[config.mk]
export PLATFORM = sky130hd
export DESIGN_NAME = spi_slave_flat
export DESIGN_NICKNAME = d
export VERILOG_FILES = /design/src/rtl/spi_pkg.sv /design/src/rtl/spi_slave_if.sv /design/src/rtl/spi_sync_edge.sv /design/src/rtl/spi_slave.sv /design/src/flat_wrapper.sv
export SDC_FILE = /design/constraint.sdc
export NUM_CORES = 1
export LEC_CHECK = 0
export ABC_AREA = 0
export CAP_MARGIN = 20
export CORE_ASPECT_RATIO = 1.75
export CORE_MARGIN = 2
export CORE_UTILIZATION = 55
export DETAILED_ROUTE_END_ITERATION = 10
export HOLD_SLACK_MARGIN = 0.08
export PLACE_DENSITY = 0.83
export SYNTH_ARGS = -nofsm -noshare
export SYNTH_HDL_FRONTEND = slang
export SYNTH_SLANG_ARGS = --single-unit
export TNS_END_PERCENT = 50
[constraint.sdc]
create_clock -name clk -period 2.68 [get_ports clk]
set_input_delay 0.268 -clock clk [delete_from_list [all_inputs] [get_ports clk]]
set_output_delay 0.268 -clock clk [all_outputs]
set_load 0.05 [all_outputs]
[src/rtl/spi_pkg.sv]
// Shared SPI definitions used by both ends of the link.
//   SPI_WIDTH      : bits per transferred word
//   SPI_DEFAULT_TX : byte sent when nothing has been queued. spi_master uses
//                    the same idle convention.
//   spi_state_e    : frame-level state of the peripheral endpoint
package spi_pkg;

    localparam int SPI_WIDTH = 8;
    localparam logic [SPI_WIDTH-1:0] SPI_DEFAULT_TX = 8'hFF;

    typedef enum logic {
        IDLE  = 1'b0,
        SHIFT = 1'b1
    } spi_state_e;

endpackage

[src/rtl/spi_slave_if.sv]
// Pin and local-bus bundle for the SPI peripheral endpoint.
//   ss, sck, mosi, miso, miso_oe : SPI wires (miso_oe enables the miso driver)
//   data_in, load, tx_ready      : transmit buffer write port
//   data_out, new_data           : received byte and its one-cycle strobe
//   busy                         : a frame is in progress
// The slave modport is the endpoint's view. The master modport is the view
// of whatever drives the wires and the local bus.
interface spi_slave_if;
    import spi_pkg::*;

    logic                 ss;
    logic                 sck;
    logic                 mosi;
    logic                 miso;
    logic                 miso_oe;
    logic [SPI_WIDTH-1:0] data_in;
    logic                 load;
    logic                 tx_ready;
    logic [SPI_WIDTH-1:0] data_out;
    logic                 new_data;
    logic                 busy;

    modport slave (
        input  ss, sck, mosi, data_in, load,
        output miso, miso_oe, tx_ready, data_out, new_data, busy
    );

    modport master (
        output ss, sck, mosi, data_in, load,
        input  miso, miso_oe, tx_ready, data_out, new_data, busy
    );

endinterface

[src/rtl/spi_sync_edge.sv]
// Multi-flop synchronizer for an asynchronous input, followed by one extra
// flop that provides edge detection.
//   clk, rst : system clock and asynchronous active-low reset
//   din      : asynchronous input pin
//   level    : synchronized level
//   rise     : one-cycle pulse on a synchronized 0->1 transition
//   fall     : one-cycle pulse on a synchronized 1->0 transition
// RESET_VAL should be the idle level of the pin. That way, leaving reset
// does not produce a false edge.
module spi_sync_edge #(
    parameter int   SYNC_STAGES = 2,
    parameter logic RESET_VAL   = 1'b0
) (
    input  logic clk,
    input  logic rst,
    input  logic din,
    output logic level,
    output logic rise,
    output logic fall
);

    logic [SYNC_STAGES-1:0] sync_reg;
    logic                   prev_reg;

    generate
        for (genvar gi = 0; gi < SYNC_STAGES; gi++) begin : g_stage
            if (gi == 0) begin : g_first
                always_ff @(posedge clk or negedge rst) begin
                    if (!rst) sync_reg[gi] <= RESET_VAL;
                    else      sync_reg[gi] <= din;
                end
            end else begin : g_rest
                always_ff @(posedge clk or negedge rst) begin
                    if (!rst) sync_reg[gi] <= RESET_VAL;
                    else      sync_reg[gi] <= sync_reg[gi-1];
                end
            end
        end
    endgenerate

    always_ff @(posedge clk or negedge rst) begin
        if (!rst) prev_reg <= RESET_VAL;
        else      prev_reg <= sync_reg[SYNC_STAGES-1];
    end

    assign level = sync_reg[SYNC_STAGES-1];
    assign rise  =  level & ~prev_reg;
    assign fall  = ~level &  prev_reg;

endmodule

[src/rtl/spi_slave.sv]
// SPI peripheral endpoint, CPOL 0 / CPHA 1, oversampled on the local clock.
//   clk, rst : system clock and asynchronous active-low reset
//   bus      : spi_slave_if.slave
//              - SPI wires ss/sck/mosi in; miso/miso_oe out
//              - transmit buffer port data_in/load with tx_ready
//              - received byte data_out with new_data strobe
//              - busy
// On each synchronized sck rise, the next MSB is presented on miso. On each
// sck fall, mosi is shifted in. After every 8th fall, the received byte is
// published and the shifter reloads from the one-deep transmit buffer, or
// from DEFAULT_TX when the buffer is empty. This allows back-to-back bytes
// within one ss-low frame.
// SYNC_STAGES must be at least 2.
module spi_slave
    import spi_pkg::*;
#(
    parameter logic [SPI_WIDTH-1:0] DEFAULT_TX  = SPI_DEFAULT_TX,
    parameter int                   SYNC_STAGES = 2
) (
    input  logic        clk,
    input  logic        rst,
    spi_slave_if.slave  bus
);

    localparam int CNT_W = $clog2(SPI_WIDTH);

    // Synchronized inputs and their edges.
    logic ss_level, ss_rise, ss_fall;
    logic sck_level_unused, sck_rise, sck_fall;
    logic mosi_sync;

    // ss idles high, so its chain resets to 1. This keeps miso_oe low and
    // avoids a false ss_fall when leaving reset.
    spi_sync_edge #(.SYNC_STAGES(SYNC_STAGES), .RESET_VAL(1'b1)) u_ss_sync (
        .clk   (clk),
        .rst   (rst),
        .din   (bus.ss),
        .level (ss_level),
        .rise  (ss_rise),
        .fall  (ss_fall)
    );

    // Only the edges of sck matter; its level is unused.
    spi_sync_edge #(.SYNC_STAGES(SYNC_STAGES), .RESET_VAL(1'b0)) u_sck_sync (
        .clk   (clk),
        .rst   (rst),
        .din   (bus.sck),
        .level (sck_level_unused),
        .rise  (sck_rise),
        .fall  (sck_fall)
    );

    // mosi uses the same chain depth as sck, with no edge flop. It is
    // sampled on sck_fall, half a period after the master changed it.
    logic [SYNC_STAGES-1:0] mosi_sync_reg;

    generate
        for (genvar gi = 0; gi < SYNC_STAGES; gi++) begin : g_mosi
            if (gi == 0) begin : g_first
                always_ff @(posedge clk or negedge rst) begin
                    if (!rst) mosi_sync_reg[gi] <= 1'b0;
                    else      mosi_sync_reg[gi] <= bus.mosi;
                end
            end else begin : g_rest
                always_ff @(posedge clk or negedge rst) begin
                    if (!rst) mosi_sync_reg[gi] <= 1'b0;
                    else      mosi_sync_reg[gi] <= mosi_sync_reg[gi-1];
                end
            end
        end
    endgenerate

    assign mosi_sync = mosi_sync_reg[SYNC_STAGES-1];

    // Frame state and datapath.
    spi_state_e           state_reg, state_next;
    logic [SPI_WIDTH-1:0] shift_reg, shift_next;
    logic [CNT_W-1:0]     bit_cnt_reg, bit_cnt_next;
    logic                 miso_reg, miso_next;
    logic [SPI_WIDTH-1:0] data_out_reg, data_out_next;
    logic                 new_data_reg, new_data_next;
    logic [SPI_WIDTH-1:0] tx_buf_reg, tx_buf_next;
    logic                 tx_full_reg, tx_full_next;

    logic                 reload;
    logic [SPI_WIDTH-1:0] reload_byte;
    logic [SPI_WIDTH-1:0] shifted;

    // A load in the same cycle as a reload bypasses the buffer. The freshest
    // byte always goes out.
    assign reload_byte = bus.load    ? bus.data_in :
                         tx_full_reg ? tx_buf_reg  : DEFAULT_TX;
    assign shifted     = {shift_reg[SPI_WIDTH-2:0], mosi_sync};

    always_ff @(posedge clk or negedge rst) begin
        if (!rst) begin
            state_reg    <= IDLE;
            shift_reg    <= '0;
            bit_cnt_reg  <= '0;
            miso_reg     <= 1'b0;
            data_out_reg <= '0;
            new_data_reg <= 1'b0;
            tx_buf_reg   <= '0;
            tx_full_reg  <= 1'b0;
        end else begin
            state_reg    <= state_next;
            shift_reg    <= shift_next;
            bit_cnt_reg  <= bit_cnt_next;
            miso_reg     <= miso_next;
            data_out_reg <= data_out_next;
            new_data_reg <= new_data_next;
            tx_buf_reg   <= tx_buf_next;
            tx_full_reg  <= tx_full_next;
        end
    end

    always_comb begin
        state_next    = state_reg;
        shift_next    = shift_reg;
        bit_cnt_next  = bit_cnt_reg;
        miso_next     = miso_reg;
        data_out_next = data_out_reg;
        new_data_next = 1'b0;
        tx_buf_next   = tx_buf_reg;
        tx_full_next  = tx_full_reg;
        reload        = 1'b0;

        // Buffer write. Last write wins when the buffer is already full.
        if (bus.load) begin
            tx_buf_next  = bus.data_in;
            tx_full_next = 1'b1;
        end

        case (state_reg)
            IDLE: begin
                if (ss_fall) begin
                    state_next   = SHIFT;
                    bit_cnt_next = '0;
                    shift_next   = reload_byte;
                    reload       = 1'b1;
                end
            end
            SHIFT: begin
                // ss_rise wins over any coincident sck edge. A partial byte
                // is simply dropped.
                if (ss_rise) begin
                    state_next = IDLE;
                end else if (sck_rise) begin
                    miso_next = shift_reg[SPI_WIDTH-1];
                end else if (sck_fall) begin
                    shift_next   = shifted;
                    bit_cnt_next = bit_cnt_reg + 1'b1;
                    if (bit_cnt_reg == CNT_W'(SPI_WIDTH - 1)) begin
                        data_out_next = shifted;
                        new_data_next = 1'b1;
                        shift_next    = reload_byte;
                        reload        = 1'b1;
                    end
                end
            end
            default: state_next = IDLE;
        endcase

        // Consuming the buffer empties it. This also covers a coincident
        // load, whose byte went straight into the shifter.
        if (reload) begin
            tx_full_next = 1'b0;
        end
    end

    assign bus.miso     = miso_reg;
    assign bus.miso_oe  = ~ss_level;
    assign bus.tx_ready = ~tx_full_reg;
    assign bus.data_out = data_out_reg;
    assign bus.new_data = new_data_reg;
    assign bus.busy     = (state_reg == SHIFT);

endmodule

[src/flat_wrapper.sv]
// flat-port wrapper written by rule: the top's interface ports become plain ports
module spi_slave_flat import spi_pkg::*;
#(
    parameter logic [SPI_WIDTH-1:0] DEFAULT_TX  = SPI_DEFAULT_TX,
    parameter int                   SYNC_STAGES = 2
)
  (clk, rst, bus_ss, bus_sck, bus_mosi, bus_data_in, bus_load, bus_miso, bus_miso_oe, bus_tx_ready, bus_data_out, bus_new_data, bus_busy);
  spi_slave_if bus_i ();
  input  logic clk;
  input  logic rst;
  input wire logic [$bits(bus_i.ss)-1:0] bus_ss;
  input wire logic [$bits(bus_i.sck)-1:0] bus_sck;
  input wire logic [$bits(bus_i.mosi)-1:0] bus_mosi;
  input wire logic [$bits(bus_i.data_in)-1:0] bus_data_in;
  input wire logic [$bits(bus_i.load)-1:0] bus_load;
  output wire logic [$bits(bus_i.miso)-1:0] bus_miso;
  output wire logic [$bits(bus_i.miso_oe)-1:0] bus_miso_oe;
  output wire logic [$bits(bus_i.tx_ready)-1:0] bus_tx_ready;
  output wire logic [$bits(bus_i.data_out)-1:0] bus_data_out;
  output wire logic [$bits(bus_i.new_data)-1:0] bus_new_data;
  output wire logic [$bits(bus_i.busy)-1:0] bus_busy;
  assign bus_i.ss = bus_ss;
  assign bus_i.sck = bus_sck;
  assign bus_i.mosi = bus_mosi;
  assign bus_i.data_in = bus_data_in;
  assign bus_i.load = bus_load;
  assign bus_miso = bus_i.miso;
  assign bus_miso_oe = bus_i.miso_oe;
  assign bus_tx_ready = bus_i.tx_ready;
  assign bus_data_out = bus_i.data_out;
  assign bus_new_data = bus_i.new_data;
  assign bus_busy = bus_i.busy;
  spi_slave #(.DEFAULT_TX(DEFAULT_TX), .SYNC_STAGES(SYNC_STAGES)) u_core (.clk(clk), .rst(rst), .bus(bus_i));
endmodule
==> results.txt, run 1 <==
Result of the run: finished clean
Pwr/cell area: 729 nW/µm²
Compound-Gate Fraction of Synth Area: 0.0545
Pin count of the biggest net entering global routing: 40
Top achievable clock speed: 0.485 GHz
Antenna violations before repair: 0
Count of hold-fix buffers inserted at cts: 0
Max IR drop VDD: 0.573 mV
Min-Delay Path Class: input pin to async pin
Nets in the synthesized netlist: 130
Setup Skew: 0.00407 ns
Path depth of the worst reg2reg path: 3
Via-per-instance ratio: 5.47
Initial core utilization: 0.562
Required time of the worst setup path: 2.41 ns
Dominant synthesized flop cell: sky130_fd_sc_hd__dfrtp_1
Port bufs: 26
Seq pwr share: 0.524
Max-cap violation count: 0
CTS buffer count: 5
Combined buffer and inverter count along the critical path: 1
Highest fanout seen on the critical path: 16
Internal power consumption: 1.05 mW
Ys Warns: 0
Area of the core region: 2860 µm²
All-layer global routing usage: 0.176
Crit path max-delay cell type: sky130_fd_sc_hd__clkdlybuf4s50_1
Period minus WS final: 2.06 ns
Simple logic cell fraction of the synthesized area: 0.0802
RSZ-0062 raised after global routing: false
Leading area contributor after synthesis: sky130_fd_sc_hd__dfrtp_1
Total wire length after detailed routing: 2460 µm
Max Transition Viols Final: 0
Startpoint Class: flip-flop
Final sum of negative setup slack: 0 ns
Area share of the largest cell type after synthesis: 0.560
Hold Slack: 0.113 ns
Detailed Place HPWL: 1780 µm
Most frequent cell after synthesis: sky130_fd_sc_hd__dfrtp_1
Mean cell area of the mapped netlist: 14.1 µm²
Cell chain of the critical path: clkdlybuf4s50_1
Cells taking the most area after synthesis: sky130_fd_sc_hd__dfrtp_1, sky130_fd_sc_hd__mux2_2, sky130_fd_sc_hd__mux2i_1
Worst setup slack for register-to-register paths: 0.82 ns
Die W: 44.9 µm
Total inserted antenna cells: 0
R2r startpoint: u_core.bus.busy
Reported net switching power: 0.375 mW
Clock H-tree levels: 2
Placed instance area: 1860 µm²
Number of flops mapped to enable cells by yosys: 0
Clk pwr share: 0.291
Static leakage: 0.913 nW
Via count of the first global-routing pass: 963
First DRT Iteration DRCs: 26
Slew at the pin closest to its max-slew limit: 0.925 ns
Number of rows in the core area: 26
Share of cells above drive strength 1: 0.204
Post-route clock period utilization: 0.770
Worst-Skew Late Latency: 0.28 ns
Routed WL per cell: 14.5 µm
Net count reported at finish: 157
Post-cts repair resize count: 0
Main combinational cell family by area after synthesis: multiplexers
Fraction of registers with async set/reset: 1.00
Buffers inserted by post-CTS timing repair: 0
Layout-stage area growth over the synthesis result: 21.7%
Number of fill cells: 219
CTS tree: done
Switching share of power: 0.263
Finished layout cell area: 1960 µm²
Sum of internal, switching and leakage power: 1.43 mW
# clock sinks: 39
Drt pass-1 iters: 4
Clock root buffer master: sky130_fd_sc_hd__clkbuf_8
Slew Limit Headroom: 0.384
Crit Path Category: flip-flop to primary output
Peak per-stage delay on the critical path: 0.89 ns
Total number of vias: 930
Relative contribution of combinational cells to total power: 0.185
Critical path endpoint category: primary output
DRC viols: 0
Weighted congestion reported at the end of routability-driven placement: 0.755
Number of distinct library cells after synthesis: 24
Maximum root-to-sink buffer count: 2
Top cell types by occurrence after synthesis: sky130_fd_sc_hd__dfrtp_1, sky130_fd_sc_hd__inv_1, sky130_fd_sc_hd__mux2_2
Post-synthesis cell count: 114
Sequential cell area fraction in the yosys report: 0.609
Total of flip-flops plus latches after synthesis: 39
Synthesized area: 1610 µm²
Final number of hold-violating endpoints: 0
Synth Area in Adders: 0.0218
Mux share of post-synthesis cell area: 0.181
Setup Viol. Count Final: 0
Post-synthesis share of cell area spent on xor and xnor gates: 0
Worst flop-to-flop path endpoint: u_core.shift_reg[4]
Global route total overflow: 0
Clock transition time at the flip-flop clock pins of the worst setup and hold paths: 0.07 ns
Die extent in y: 75.5 µm
Top-level port count: 27
Crit-path leading delay family: buffers and inverters
DIE AREA: 3390 µm²
Crit path arrival time: 1.79 ns
First-pass GRT wire length: 4280 µm
Post-route ant nets: 0
[cell families (layout without fill, tap and decap cells)]
logic type | Yosys count | after routing
AND/OR/NAND/NOR | 16 | 16
multiplexers | 26 | 26
adder cells (fa/ha/maj) | 3 | 3
AO/OA/AOI/OAI | 12 | 12
buffers and inverters | 18 | 46
flip-flops | 39 | 39
[power by group through the flow]
stage / clock [mW] / combinational (mW) / sequential [mW]
4_1_cts: 0.432 / 0.268 / 0.749
5_1_grt: 0.453 / 0.292 / 0.760
6_report: 0.415 / 0.264 / 0.747
2_1_floorplan: 0 / 0.160 / 0.772
3_5_place_dp: 0 / 0.268 / 0.759
3_3_place_gp: 0 / 0.259 / 0.752
[cell type report]
type | count | area (µm²) | area share
Clock buffer | 8 | 100 | 0.0512
Inverter | 12 | 45.0 | 0.0230
Sequential cell | 39 | 980 | 0.501
Tap cell | 28 | 35.0 | 0.0179
Multi-Input combinational cell | 57 | 542 | 0.277
Timing Repair Buffer | 26 | 255 | 0.130
[routing by layer]
metal,wire length [µm],global-route usage,vias to the layer above
met4,48,0.0882,0
met5,0,0,-
met3,88,0.0498,4
li1,-,-,449
met1,1040,0.203,456
met2,1280,0.295,21
[metrics by stage]
step / worst slack (ns) / std cells / utilization
final: 0.618 / 170 / 0.684
after global routing: 0.509 / 170 / 0.684
after CTS: 0.603 / 170 / 0.684
after detailed placement: 0.744 / 162 / 0.649
after global placement: 0.791 / 162 / 0.649
after floorplan: 1.03 / 114 / -
[cell usage in the layout (no fill, tap or decap)]
| cell | n |
|---|---|
| sky130_fd_sc_hd__a31oi_1 | 8 |
| sky130_fd_sc_hd__dfrtp_1 | 36 |
| sky130_fd_sc_hd__dfstp_2 | 3 |
| sky130_fd_sc_hd__and3_1 | 1 |
| sky130_fd_sc_hd__clkbuf_1 | 1 |
| sky130_fd_sc_hd__mux2_1 | 4 |
| sky130_fd_sc_hd__a31oi_2 | 1 |
| sky130_fd_sc_hd__nor3b_2 | 1 |
| sky130_fd_sc_hd__ha_1 | 2 |
| sky130_fd_sc_hd__mux2_4 | 2 |
| sky130_fd_sc_hd__mux2i_1 | 8 |
| sky130_fd_sc_hd__nand4b_1 | 1 |
| sky130_fd_sc_hd__maj3_1 | 1 |
| sky130_fd_sc_hd__o21a_1 | 1 |
| sky130_fd_sc_hd__nand4_2 | 1 |
| sky130_fd_sc_hd__nor3b_1 | 8 |
| sky130_fd_sc_hd__clkdlybuf4s50_1 | 25 |
| sky130_fd_sc_hd__nand2b_1 | 2 |
| sky130_fd_sc_hd__clkbuf_8 | 7 |
| sky130_fd_sc_hd__a22o_1 | 2 |
| sky130_fd_sc_hd__or2_1 | 1 |
| sky130_fd_sc_hd__inv_1 | 12 |
| sky130_fd_sc_hd__clkbuf_2 | 1 |
| sky130_fd_sc_hd__mux2_2 | 12 |
| sky130_fd_sc_hd__and2b_4 | 1 |
[worst max path at each step]
stage	startpoint	to	cells past startpoint	slack, ns
3_3_place_gp	bus_load	u_core.shift_reg[2]	4	0.79
5_1_grt	u_core.bus.busy	bus_busy	1	0.51
4_1_cts	u_core.bus.busy	bus_busy	1	0.60
3_5_place_dp	bus_load	u_core.shift_reg[1]	4	0.74
6_report	u_core.bus.busy	bus_busy	1	0.62
2_1_floorplan	u_core.bus.busy	u_core.shift_reg[1]	4	1.03
Power figures use the tool's default switching activity.
==> run 2, diff against run 1 <==
- CORE_UTILIZATION: 55 -> 51
- PLACE_DENSITY: 0.83 -> 0.78
- clock period: 2.68 -> 2 ns (I/O delays scaled with it)
==> run 2 against run 1 <==
- via count rose by 3.0%
- sequential power increased by 34%
- clock skew hardly changed
- setup slack lost 0.42 ns
- clock power is 36% higher
- register-to-register slack got worse by 0.59 ns
- critical endpoint is now bus_miso_oe
- non-clock buffer count grew 2
- first-iteration DRC count decreased by 81%
- largest power group unchanged
- utilization decreased by 3.6 points
- global-route usage rose by 0.15 points
==> results.txt, run 2 (synthesis gave the netlist of run 1 again) <==
Crit path arrival time: 1.61 ns
Result of the run: finished clean
All-layer global routing usage: 0.177
Area of the core region: 3070 µm²
Pwr/cell area: 970 nW/µm²
Min-Delay Path Class: input pin to flip-flop
Most common library cell in the layout ignoring fill and taps: sky130_fd_sc_hd__dfrtp_1
Via count of the first global-routing pass: 990
Net count reported at finish: 159
Most frequent cells in the layout: sky130_fd_sc_hd__dfrtp_1, sky130_fd_sc_hd__clkdlybuf4s50_1, sky130_fd_sc_hd__inv_1, sky130_fd_sc_hd__mux2_2
Max Transition Viols Final: 0
Static leakage: 0.923 nW
Clock transition time at the flip-flop clock pins of the worst setup and hold paths: 0.06 ns
Die W: 46.4 µm
Pin count of the biggest net entering global routing: 40
Post-route clock period utilization: 0.903
CTS tree: done
Slew at the pin closest to its max-slew limit: 0.836 ns
Switching share of power: 0.270
Relative contribution of combinational cells to total power: 0.187
Number of rows in the core area: 27
Critical path endpoint category: primary output
RSZ-0062 raised after global routing: false
Met1 layer wirelength in the final routing: 1030 µm
# clock sinks: 39
Highest fanout seen on the critical path: 4
Hold Slack: 0.316 ns
Startpoint Class: flip-flop
Total inserted antenna cells: 0
Total number of vias: 958
Met3 layer wire length in the routed design: 109 µm
Routed WL per cell: 14.2 µm
Final number of hold-violating endpoints: 0
Post-route ant nets: 0
Routed length on met2: 1450 µm
Antenna violations before repair: 0
Final core utilization: 0.648
First-pass GRT wire length: 4520 µm
Period minus WS final: 1.81 ns
Maximum root-to-sink buffer count: 2
Clock root buffer master: sky130_fd_sc_hd__clkbuf_8
Required time of the worst setup path: 1.80 ns
Drt pass-1 iters: 2
Startpoint of the most critical hold path: bus_ss
Clk pwr share: 0.293
Port bufs: 26
Post-layout instance count excluding filler cells: 187
Weighted congestion reported at the end of routability-driven placement: 0.719
Via-per-instance ratio: 5.12
Instance count after placement with tap cells included: 178
DIE AREA: 3640 µm²
Top layer reached by signal wires: met4
DRC viols: 0
Share of cells above drive strength 1: 0.215
Worst setup slack for register-to-register paths: 0.23 ns
Top achievable clock speed: 0.554 GHz
Top-level port count: 27
CTS buffer count: 5
Clock H-tree levels: 2
Layout-stage area growth over the synthesis result: 23.8%
Setup Viol. Count Final: 0
Initial core utilization: 0.523
Slew Limit Headroom: 0.443
Max-cap violation count: 0
Detailed Place HPWL: 1930 µm
Global route total overflow: 0
Number of fill cells: 232
Max IR drop VDD: 0.650 mV
First DRT Iteration DRCs: 5
Worst setup startpoint: u_core.u_ss_sync.level
Setup Skew: 0.00398 ns
Die extent in y: 78.3 µm
Internal power consumption: 1.41 mW
Seq pwr share: 0.520
Final sum of negative setup slack: 0 ns
Crit Path Category: flip-flop to primary output
R2r startpoint: u_core.bit_cnt_reg[0]
Total wire length after detailed routing: 2650 µm
Worst-Skew Late Latency: 0.29 ns
Reported net switching power: 0.521 mW
[run 2: cell count changes in the layout (fill, tap and decap cells not counted), sizes merged]
cell / change
clkbuf: -1
dlygate4sd3: +1
buf: +3
clkdlybuf4s50: -1
[run 2: area by class of cell]
class	instances	area, µm²	share of cell area
clock buffers	8	100	0.0503
inverters	12	45.0	0.0226
multi-input cells	57	542	0.272
flip-flops and latches	39	980	0.492
well taps	43	53.8	0.0270
repair buffers	28	270	0.136
[run 2: through the flow]
step                      cell area, µm²  power, mW  setup slack [ns]
after global routing                1990       2.02            0.0746
final                               1990       1.93             0.194
after global placement              1880       1.36             0.195
after detailed placement            1880       1.38             0.126
after floorplan                     1610       1.25             0.345
after CTS                           1990       1.96             0.175
[run 2: metal layers]
metal  GRT usage  up-vias
met3      0.0460        6
met2       0.275       22
li1            -      451
met5           0        -
met4       0.109        0
met1       0.210      479
[run 2: worst paths after layout]
| path | end | cells after the start |
|---|---|---|
| setup / recovery | bus_miso_oe | 2 |
| hold / removal | u_core.u_ss_sync.sync_reg[0] | 1 |
| max in group asynchronous | u_core.u_sck_sync.sync_reg[0] | 2 |
| setup reg to reg | u_core.shift_reg[6] | 5 |
| min in group asynchronous | u_core.bus.new_data | 2 |
| hold reg to reg | u_core.mosi_sync | 0 |
[run 2: repair_timing]
action,4_1_cts,5_1_grt
resized for setup,0,0
hold endpoints to repair,36,0
hold buffers,1,0
setup buffers,0,0
[run 2: critical path, stage by stage (launching register included)]
cell and delay (ns):
sky130_fd_sc_hd__dfstp_2 0.56, sky130_fd_sc_hd__inv_1 0.06, sky130_fd_sc_hd__clkdlybuf4s50_1 0.70
[run 2: power groups by stage]
stage	Combinational (mW)	Clock, mW	Sequential [mW]
final	0.362	0.566	1.00
after global routing	0.395	0.604	1.02
after CTS	0.368	0.587	1.00
after detailed placement	0.364	0	1.02
after global placement	0.348	0	1.01
after floorplan	0.215	0	1.03
